--- src/rtl/addr_fifo_reader_if.sv ---
// FIFO read port plus the address stream toward the vector fetch logic.
// The master side is the FIFO reader; the slave side is the FIFO and downstream consumer.
interface addr_fifo_reader_if #(
   parameter int ADDR_WIDTH = 32
);
   logic                  addr_fifo_empty;
   logic [ADDR_WIDTH-1:0] addr_fifo_dout;
   logic                  addr_fifo_rd;
   logic [ADDR_WIDTH-1:0] vctr_addr;
   logic                  vctr_addr_valid;
   logic                  vctr_addr_ready;

   modport master (
      input  addr_fifo_empty,
      input  addr_fifo_dout,
      input  vctr_addr_ready,
      output addr_fifo_rd,
      output vctr_addr,
      output vctr_addr_valid
   );

   modport slave (
      output addr_fifo_empty,
      output addr_fifo_dout,
      output vctr_addr_ready,
      input  addr_fifo_rd,
      input  vctr_addr,
      input  vctr_addr_valid
   );
endinterface

--- src/rtl/addr_fifo_reader.sv ---
// Pops host-written address words and emits one address, or a stride-spaced burst,
// per word on a valid/ready stream; keeps pop and issue counters for status readback.
module addr_fifo_reader #(
   parameter int ADDR_WIDTH   = 32,
   parameter int CONSEC_WIDTH = 8,
   parameter int ADDR_STRIDE  = 4
) (
   input  logic                    clk,
   input  logic                    reset,
   input  logic                    active_program,
   input  logic                    abort_program,
   input  logic                    freeze_addr_fifo,
   input  logic                    send_consec_addr,
   input  logic [CONSEC_WIDTH-1:0] consec_count,
   addr_fifo_reader_if.master      bus,
   output logic [15:0]             words_popped,
   output logic [15:0]             addrs_issued,
   output logic                    busy
);

   typedef enum logic [1:0] {
      IDLE,
      FETCH,
      SEND
   } state_e;

   localparam logic [ADDR_WIDTH-1:0] STRIDE = ADDR_WIDTH'(ADDR_STRIDE);

   state_e                  state_q, state_d;
   logic [ADDR_WIDTH-1:0]   addr_q, addr_d;
   logic [CONSEC_WIDTH-1:0] remaining_q, remaining_d;
   logic                    valid_q, valid_d;
   logic                    rd_q, rd_d;
   logic                    busy_q, busy_d;
   logic [15:0]             words_q, words_d;
   logic [15:0]             issued_q, issued_d;
   logic                    active_prev_q;

   logic handshake;
   logic pop_ok;
   logic program_rise;

   assign handshake    = valid_q & bus.vctr_addr_ready;
   assign pop_ok       = active_program & ~freeze_addr_fifo & ~abort_program & ~bus.addr_fifo_empty;
   assign program_rise = active_program & ~active_prev_q;

   // The pop strobe is registered, so a pop is decided one cycle before rd is seen.
   // IDLE with rd_q high is the pop cycle itself; FETCH follows and captures dout.
   always_comb begin
      // NOTE: every next-state signal takes its hold value first so no path infers a latch.
      state_d     = state_q;
      addr_d      = addr_q;
      remaining_d = remaining_q;
      valid_d     = valid_q;
      rd_d        = 1'b0;

      if (abort_program) begin
         state_d     = IDLE;
         valid_d     = 1'b0;
         remaining_d = '0;
      end else begin
         case (state_q)
            IDLE: begin
               if (rd_q) begin
                  state_d = FETCH;
               end else if (pop_ok) begin
                  rd_d = 1'b1;
               end
            end
            FETCH: begin
               addr_d      = bus.addr_fifo_dout;
               remaining_d = send_consec_addr ? consec_count : '0;
               valid_d     = 1'b1;
               state_d     = SEND;
            end
            SEND: begin
               if (handshake) begin
                  if (remaining_q == '0) begin
                     state_d = IDLE;
                     valid_d = 1'b0;
                     rd_d    = pop_ok;
                  end else begin
                     addr_d      = addr_q + STRIDE;
                     remaining_d = remaining_q - 1'b1;
                  end
               end
            end
            default: begin
               state_d = IDLE;
               valid_d = 1'b0;
            end
         endcase
      end

      busy_d = (state_d != IDLE);

      // A program start clears both counters and wins over a same-cycle increment.
      words_d  = words_q;
      issued_d = issued_q;
      if (program_rise) begin
         words_d  = '0;
         issued_d = '0;
      end else begin
         if (rd_q) begin
            words_d = words_q + 16'd1;
         end
         if (handshake && (issued_q != 16'hFFFF)) begin
            issued_d = issued_q + 16'd1;
         end
      end
   end

   always_ff @(posedge clk) begin
      // NOTE: state registers use non-blocking assignment so every flop samples pre-edge values.
      if (reset) begin
         state_q       <= IDLE;
         addr_q        <= '0;
         remaining_q   <= '0;
         valid_q       <= 1'b0;
         rd_q          <= 1'b0;
         busy_q        <= 1'b0;
         words_q       <= '0;
         issued_q      <= '0;
         active_prev_q <= 1'b0;
      end else begin
         state_q       <= state_d;
         addr_q        <= addr_d;
         remaining_q   <= remaining_d;
         valid_q       <= valid_d;
         rd_q          <= rd_d;
         busy_q        <= busy_d;
         words_q       <= words_d;
         issued_q      <= issued_d;
         active_prev_q <= active_program;
      end
   end

   assign bus.addr_fifo_rd    = rd_q;
   assign bus.vctr_addr       = addr_q;
   assign bus.vctr_addr_valid = valid_q;
   assign words_popped        = words_q;
   assign addrs_issued        = issued_q;
   assign busy                = busy_q;

endmodule

--- src/flat_wrapper.sv ---
// flat-port wrapper written by rule: the top's interface ports become plain ports
module addr_fifo_reader_flat 
#(
   parameter int ADDR_WIDTH   = 32,
   parameter int CONSEC_WIDTH = 8,
   parameter int ADDR_STRIDE  = 4
)
  (clk, reset, active_program, abort_program, freeze_addr_fifo, send_consec_addr, consec_count, words_popped, addrs_issued, busy, bus_addr_fifo_empty, bus_addr_fifo_dout, bus_vctr_addr_ready, bus_addr_fifo_rd, bus_vctr_addr, bus_vctr_addr_valid);
  addr_fifo_reader_if #(.ADDR_WIDTH(ADDR_WIDTH)) bus_i ();
  input  logic clk;
  input  logic reset;
  input  logic active_program;
  input  logic abort_program;
  input  logic freeze_addr_fifo;
  input  logic send_consec_addr;
  input  logic [CONSEC_WIDTH-1:0] consec_count;
  output logic [15:0] words_popped;
  output logic [15:0] addrs_issued;
  output logic busy;
  input wire logic [$bits(bus_i.addr_fifo_empty)-1:0] bus_addr_fifo_empty;
  input wire logic [$bits(bus_i.addr_fifo_dout)-1:0] bus_addr_fifo_dout;
  input wire logic [$bits(bus_i.vctr_addr_ready)-1:0] bus_vctr_addr_ready;
  output wire logic [$bits(bus_i.addr_fifo_rd)-1:0] bus_addr_fifo_rd;
  output wire logic [$bits(bus_i.vctr_addr)-1:0] bus_vctr_addr;
  output wire logic [$bits(bus_i.vctr_addr_valid)-1:0] bus_vctr_addr_valid;
  assign bus_i.addr_fifo_empty = bus_addr_fifo_empty;
  assign bus_i.addr_fifo_dout = bus_addr_fifo_dout;
  assign bus_i.vctr_addr_ready = bus_vctr_addr_ready;
  assign bus_addr_fifo_rd = bus_i.addr_fifo_rd;
  assign bus_vctr_addr = bus_i.vctr_addr;
  assign bus_vctr_addr_valid = bus_i.vctr_addr_valid;
  addr_fifo_reader #(.ADDR_WIDTH(ADDR_WIDTH), .CONSEC_WIDTH(CONSEC_WIDTH), .ADDR_STRIDE(ADDR_STRIDE)) u_core (.clk(clk), .reset(reset), .active_program(active_program), .abort_program(abort_program), .freeze_addr_fifo(freeze_addr_fifo), .send_consec_addr(send_consec_addr), .consec_count(consec_count), .bus(bus_i), .words_popped(words_popped), .addrs_issued(addrs_issued), .busy(busy));
endmodule
--- config.mk ---
export PLATFORM = sky130hd
export DESIGN_NAME = addr_fifo_reader_flat
export DESIGN_NICKNAME = d
export VERILOG_FILES = /design/src/rtl/addr_fifo_reader_if.sv /design/src/rtl/addr_fifo_reader.sv /design/src/flat_wrapper.sv
export SDC_FILE = /design/constraint.sdc
export NUM_CORES = 1
export LEC_CHECK = 0
export CORE_UTILIZATION = 30
export DETAILED_ROUTE_END_ITERATION = 16
export GPL_TIMING_DRIVEN = 1
export PLACE_DENSITY = 0.64
export SETUP_SLACK_MARGIN = 0.1
export SLEW_MARGIN = 20
export SYNTH_ARGS = -nofsm -noshare
export SYNTH_HDL_FRONTEND = slang
export SYNTH_SLANG_ARGS = --single-unit
--- constraint.sdc ---
create_clock -name clk -period 3.8 [get_ports clk]
set_input_delay 0.76 -clock clk [delete_from_list [all_inputs] [get_ports clk]]
set_output_delay 0.76 -clock clk [all_outputs]
set_load 0.1 [all_outputs]
# --- Word-level counts from Yosys, hierarchy flattened ---
# Cells that the tools add are included.
classes:
  mux: 20
  n_eq_ne: 6
  n_addsub: 4
  bitwise: 10
  n_reduce_logical: 10
ops:
  columns: ["cell", "count"]
  rows:
  - ["32-bit 2-to-1 mux", 2]
  - ["32-bit case mux with 2 select lines", 1]
  - ["16-bit by 1-bit adder with 16-bit output, second input constant", 2]
  - ["32-bit by 3-bit adder with 32-bit output, second input constant", 1]
  - ["8-bit 2-to-1 mux", 3]
  - ["16-bit inequality test, second input constant", 1]
  - ["8-bit case mux with 2 select lines", 1]
  - ["8-bit logical NOT", 1]
  - ["2-bit 2-to-1 mux", 4]
  - ["8-bit by 1-bit subtractor with 8-bit output, second input constant", 1]
  - ["1-bit 2-to-1 mux", 6]
  - ["2-bit case mux with 3 select lines", 1]
  - ["3-bit AND reduction", 2]
  - ["1-bit bitwise AND", 5]
  - ["1-bit NOT", 5]
  - ["2-bit by 1-bit inequality test with 1-bit output, second input constant", 2]
  - ["4-bit AND reduction", 1]
  - ["2-bit nonzero test", 2]
  - ["2-bit OR reduction", 2]
  - ["1-bit case mux with 3 select lines", 1]
  - ["2-bit by 1-bit == test with 1-bit output, second input constant", 1]
  - ["2-bit == test, second input constant", 1]
  - ["2-bit logical NOT", 1]
  - ["2-bit inequality test, second input constant", 1]
  - ["2 further kinds", 2]
word_totals:
  word_cells: 59
  register_bits: 78
  in_bits: 48
  out_inout_bits: 67

# --- Depth between registers and ports, before layout ---
depth:
  depth_word: 7
  mapped_depth: 10

# --- Worst setup path before layout ---
# No wires, ideal clock.
synth_path:
  path_kind: "register -> register"
  startpoint: "reg u_core.addr_q[3] (netlist: u_core.bus.vctr_addr[3])"
  endpoint: "reg u_core.addr_q[30] (netlist: u_core.bus.vctr_addr[30])"
  path_buffers: 1
  stages_incl_launch_ff: 8
  setup_time_ns: 0.080
  period_less_slack_ns: 2.594
  slack_ns: 1.206
  arrival_ns: 2.513
  cell_sequence: "dfxtp_1 ha_1 and4_1 nand2_1 clkbuf_1 o41ai_1 a21oi_1 a211oi_2"
synth_between:
  elab_chain_len: 4
synth_lines:
  columns: ["item", "line", "rtl"]
  rows:
  - ["start: declaration", "addr_fifo_reader.sv:30", "logic [ADDR_WIDTH-1:0] addr_q, addr_d;"]
  - ["start signal: assignment", "addr_fifo_reader.sv:127", "addr_q <= addr_d;"]
  - ["32-bit by 3-bit adder with 32-bit output", "addr_fifo_reader.sv:83", "addr_d = addr_q + STRIDE;"]
  - ["32-bit 2-to-1 mux", "addr_fifo_reader.sv:78", "if (remaining_q == '0) begin"]
  - ["32-bit 2-to-1 mux", "addr_fifo_reader.sv:77", "if (handshake) begin"]
  - ["32-bit case mux with 2 select lines", "addr_fifo_reader.sv:62", "case (state_q)"]
# No other way between the ends. The select of a mux whose other input is x is not followed.
# A chain may end at the register's enable or synchronous reset.

# --- Worst setup path after layout ---
layout_path:
  startpoint: "reg u_core.rd_q (netlist: u_core.bus.addr_fifo_rd)"
  endpoint: "out bus_addr_fifo_rd"
layout_lines:
  columns: ["item", "line", "rtl"]
  rows:
  - ["start: declaration", "addr_fifo_reader.sv:33", "logic rd_q, rd_d;"]
  - ["start signal: assignment", "addr_fifo_reader.sv:130", "rd_q <= rd_d;"]
  - ["end: declaration", "flat_wrapper.sv:23", "output wire logic [$bits(bus_i.addr_fifo_rd)-1:0] bus_addr_fifo_rd;"]
# No word-level cell between the ends.

==> reports/qor.csv <==
metric,value,unit
Critical Path End Type,primary output,
Final GP Congestion,0.867,
Critical Path Source Type,register,
worst slew pin tran,1.00,ns
asr flop ratio synth,0,%
deepest clock path buffer count,2,
Post-Synthesis Cell Area,4310,um2
Crit Path Class,register to primary output,
Antenna Nets Post-Route,0,
"Hold Vio Cnt, Final",0,
max_slew headroom,33.0,%
post-cts resize count,0,
CTS tree,done,
die width,122,um
P_leak,1.89,nW
most frequent cells in the layout,"clkdlybuf4s50_1 (114), dfxtp_1 (78), nand2_1 (71)",
die height,122,um
fin crit share,73.9,%
hpwl dp,9.37,mm
Hold Buf Count CTS,0,
fin cells,834,
Die Footprint,14800,um2
Synth top area share,36.2,%
required time of the critical path,3.04,ns
YS warnings,0,
Clock Latency Late Sink,0.34,ns
Initial Utilization,30.9,%
"top cells by area, synth","dfxtp_1 (36%), nand2_1 (6.2%), nor2_1 (5.5%)",
mux cell area share after synthesis,0.465,%
CTS Buf Count,9,
layout cells sized above 1,6.42,%
Synth Instances,552,
Post-synth EDFFs,0,
unrepaired setup endpoints after global routing,no,
fin crit period,2.81,ns
WP data arrival,2.05,ns
Synth Area in Adders,1.16,%
most common library cell in the layout ignoring fill and taps,clkdlybuf4s50_1,
GRT overflow,0,
crit path cell chain,clkdlybuf4s50_1,
Routed WL,13.0,mm
CP max FO,8,
main combinational cell family by area after synthesis,simple AND/OR/NAND/NOR gates,
PortBufs,114,
Synth Register Bits,78,
H-tree depth,3,
Buf/Inv on CP,1,
Synth Area in Simple Gates,29.8,%
Root Driver,clkbuf_16,
Max-cap violations,0,
first-pass GRT wire length,21.3,mm
sequential share of the synthesized area,36.2,%
DR iter-0 viols,408,
WHS,0.474,ns
syn nets,604,
worst hold start,u_core.bus.vctr_addr[0],
synth unique cells,68,
Synth Area in Compound Gates,21.9,%
total core area,13900,um2
clk slew on worst S/H paths,0.06,ns
critical path startpoint,u_core.bus.addr_fifo_rd,
CP max stage delay,1.21,ns
final setup fails,0,
number of global-route vias before repair,4371,
R2R Path Start,u_core.remaining_q[0],
Design Power,0.00187,W
Max VDD drop,0.238,mV
Via density,5.44,
Final Max Tran Viols,0,
WL/cell,15.6,um
HP Class,register to register,
"slowest stage cell, crit path",clkdlybuf4s50_1,
routed via count,4534,
outcome,"complete, no violations",
router iterations before antenna repair,5,
initial antenna violation count,0,
P&R area growth vs syn,36.5,%
clk_skew,0.00406,ns
crit-path leading delay family,buffers and inverters,
Post-Place Cells,818,
DRC viols,0,
Post-CTS Setup Inserts,0,
Final #Nets,701,
number of top-level pins,115,
setup TNS,0,ns
cell taking the most area after synthesis,dfxtp_1,
pwr dens,318,nW/um2
Rows,43,
pin count of the biggest net entering global routing,65,
maximum clock rate,356,MHz
Avg Inst Size Synth,7.81,um2
Most used DFF post-synth,dfxtp_1,
Synth Area in XOR/XNOR,5.49,%
number of diodes,0,
clk sinks,78,
GRT Overall Usage,18.3,%
[cell families after synthesis]
group                      count (synthesis)
and+or+nand+nor                          253
DFF                                       78
muxes                                      2
AOI/OAI and AO/OA                        141
buffers and inverters                     47
xor gates and xnor gates                  27
adders and majority gates                  4
[path summary, 6_finish.rpt]
check	to	slack [ns]	depth (start not counted)
worst max register to register	u_core.remaining_q[2]	1.42	7
worst min-delay path	u_core.bus.vctr_addr[0]	0.47	2
worst max-delay path	bus_addr_fifo_rd	0.99	1
worst min register to register	u_core.bus.vctr_addr[0]	0.47	2
[power breakdown]
group / switching (W) / internal, W / leakage [nW]
clock: 0.000339 / 0.000591 / 0.157
combinational: 0.0000551 / 0.0000596 / 1.11
sequential: 0.00000275 / 0.000820 / 0.628
total: 0.000397 / 0.00147 / 1.89
[routing by layer]
layer	vias up	wire length, um	GRT usage, %	part of all wire, %
met1	2107	5840	23.8	45
met3	15	1150	5.34	8.8
met5	-	0	0	0
met2	202	5890	29.0	45
met4	0	167	5.71	1.3
li1	2210	-	-	-
[cell type report]
type                       count  area [um2]
fill                        1411        8050
multi-input combinational    427        2540
sequential                    78        1560
timing repair buffer         121        1190
clock buffer                  12         246
tap                          180         225
clock inverter                 4        70.1
inverter                      12        45.0
[stage by stage]
stage / util [%] / area (um2) / setup slack (ns)
final: 42.2 / 5880 / 0.993
after global routing: 42.2 / 5880 / 0.905
after global placement: 39.9 / 5570 / 0.862
after detailed placement: 39.9 / 5570 / 0.778
after CTS: 42.2 / 5880 / 0.970
after floorplan: - / 4310 / 1.21
[registers in the layout, summed over array words and instances (netlist names)]
name and cells:
u_core.active_prev_q 1, u_core.bus.vctr_addr 32, u_core.busy 1, u_core.bus.addr_fifo_rd 1
u_core.remaining_q 8, u_core.words_popped 16, u_core.bus.vctr_addr_valid 1, u_core.addrs_issued 16
u_core.state_q 2
[synthesized netlist by cell type, types with 3 or more instances]
cell,n
nor4_1,9
a32o_1,3
dfxtp_1,78
o41ai_1,5
nor2_1,63
ha_1,4
buf_6,3
or4_1,3
buf_2,4
nor4b_1,3
buf_1,5
or2_2,3
o21ai_0,35
a211oi_2,5
and2_1,5
xor2_1,7
nand3_1,23
nor2b_1,3
nand4_1,12
a311oi_1,6
clkbuf_1,22
and4_1,13
a211oi_1,6
xnor2_1,20
a211o_1,3
a21oi_1,41
a22oi_1,3
a31oi_1,6
nand2b_1,5
nand2_1,71
and3_1,6
nor3_1,18
a221oi_1,3
or3_1,5
inv_1,12
Note: power is estimated with default switching activity, not from simulation.
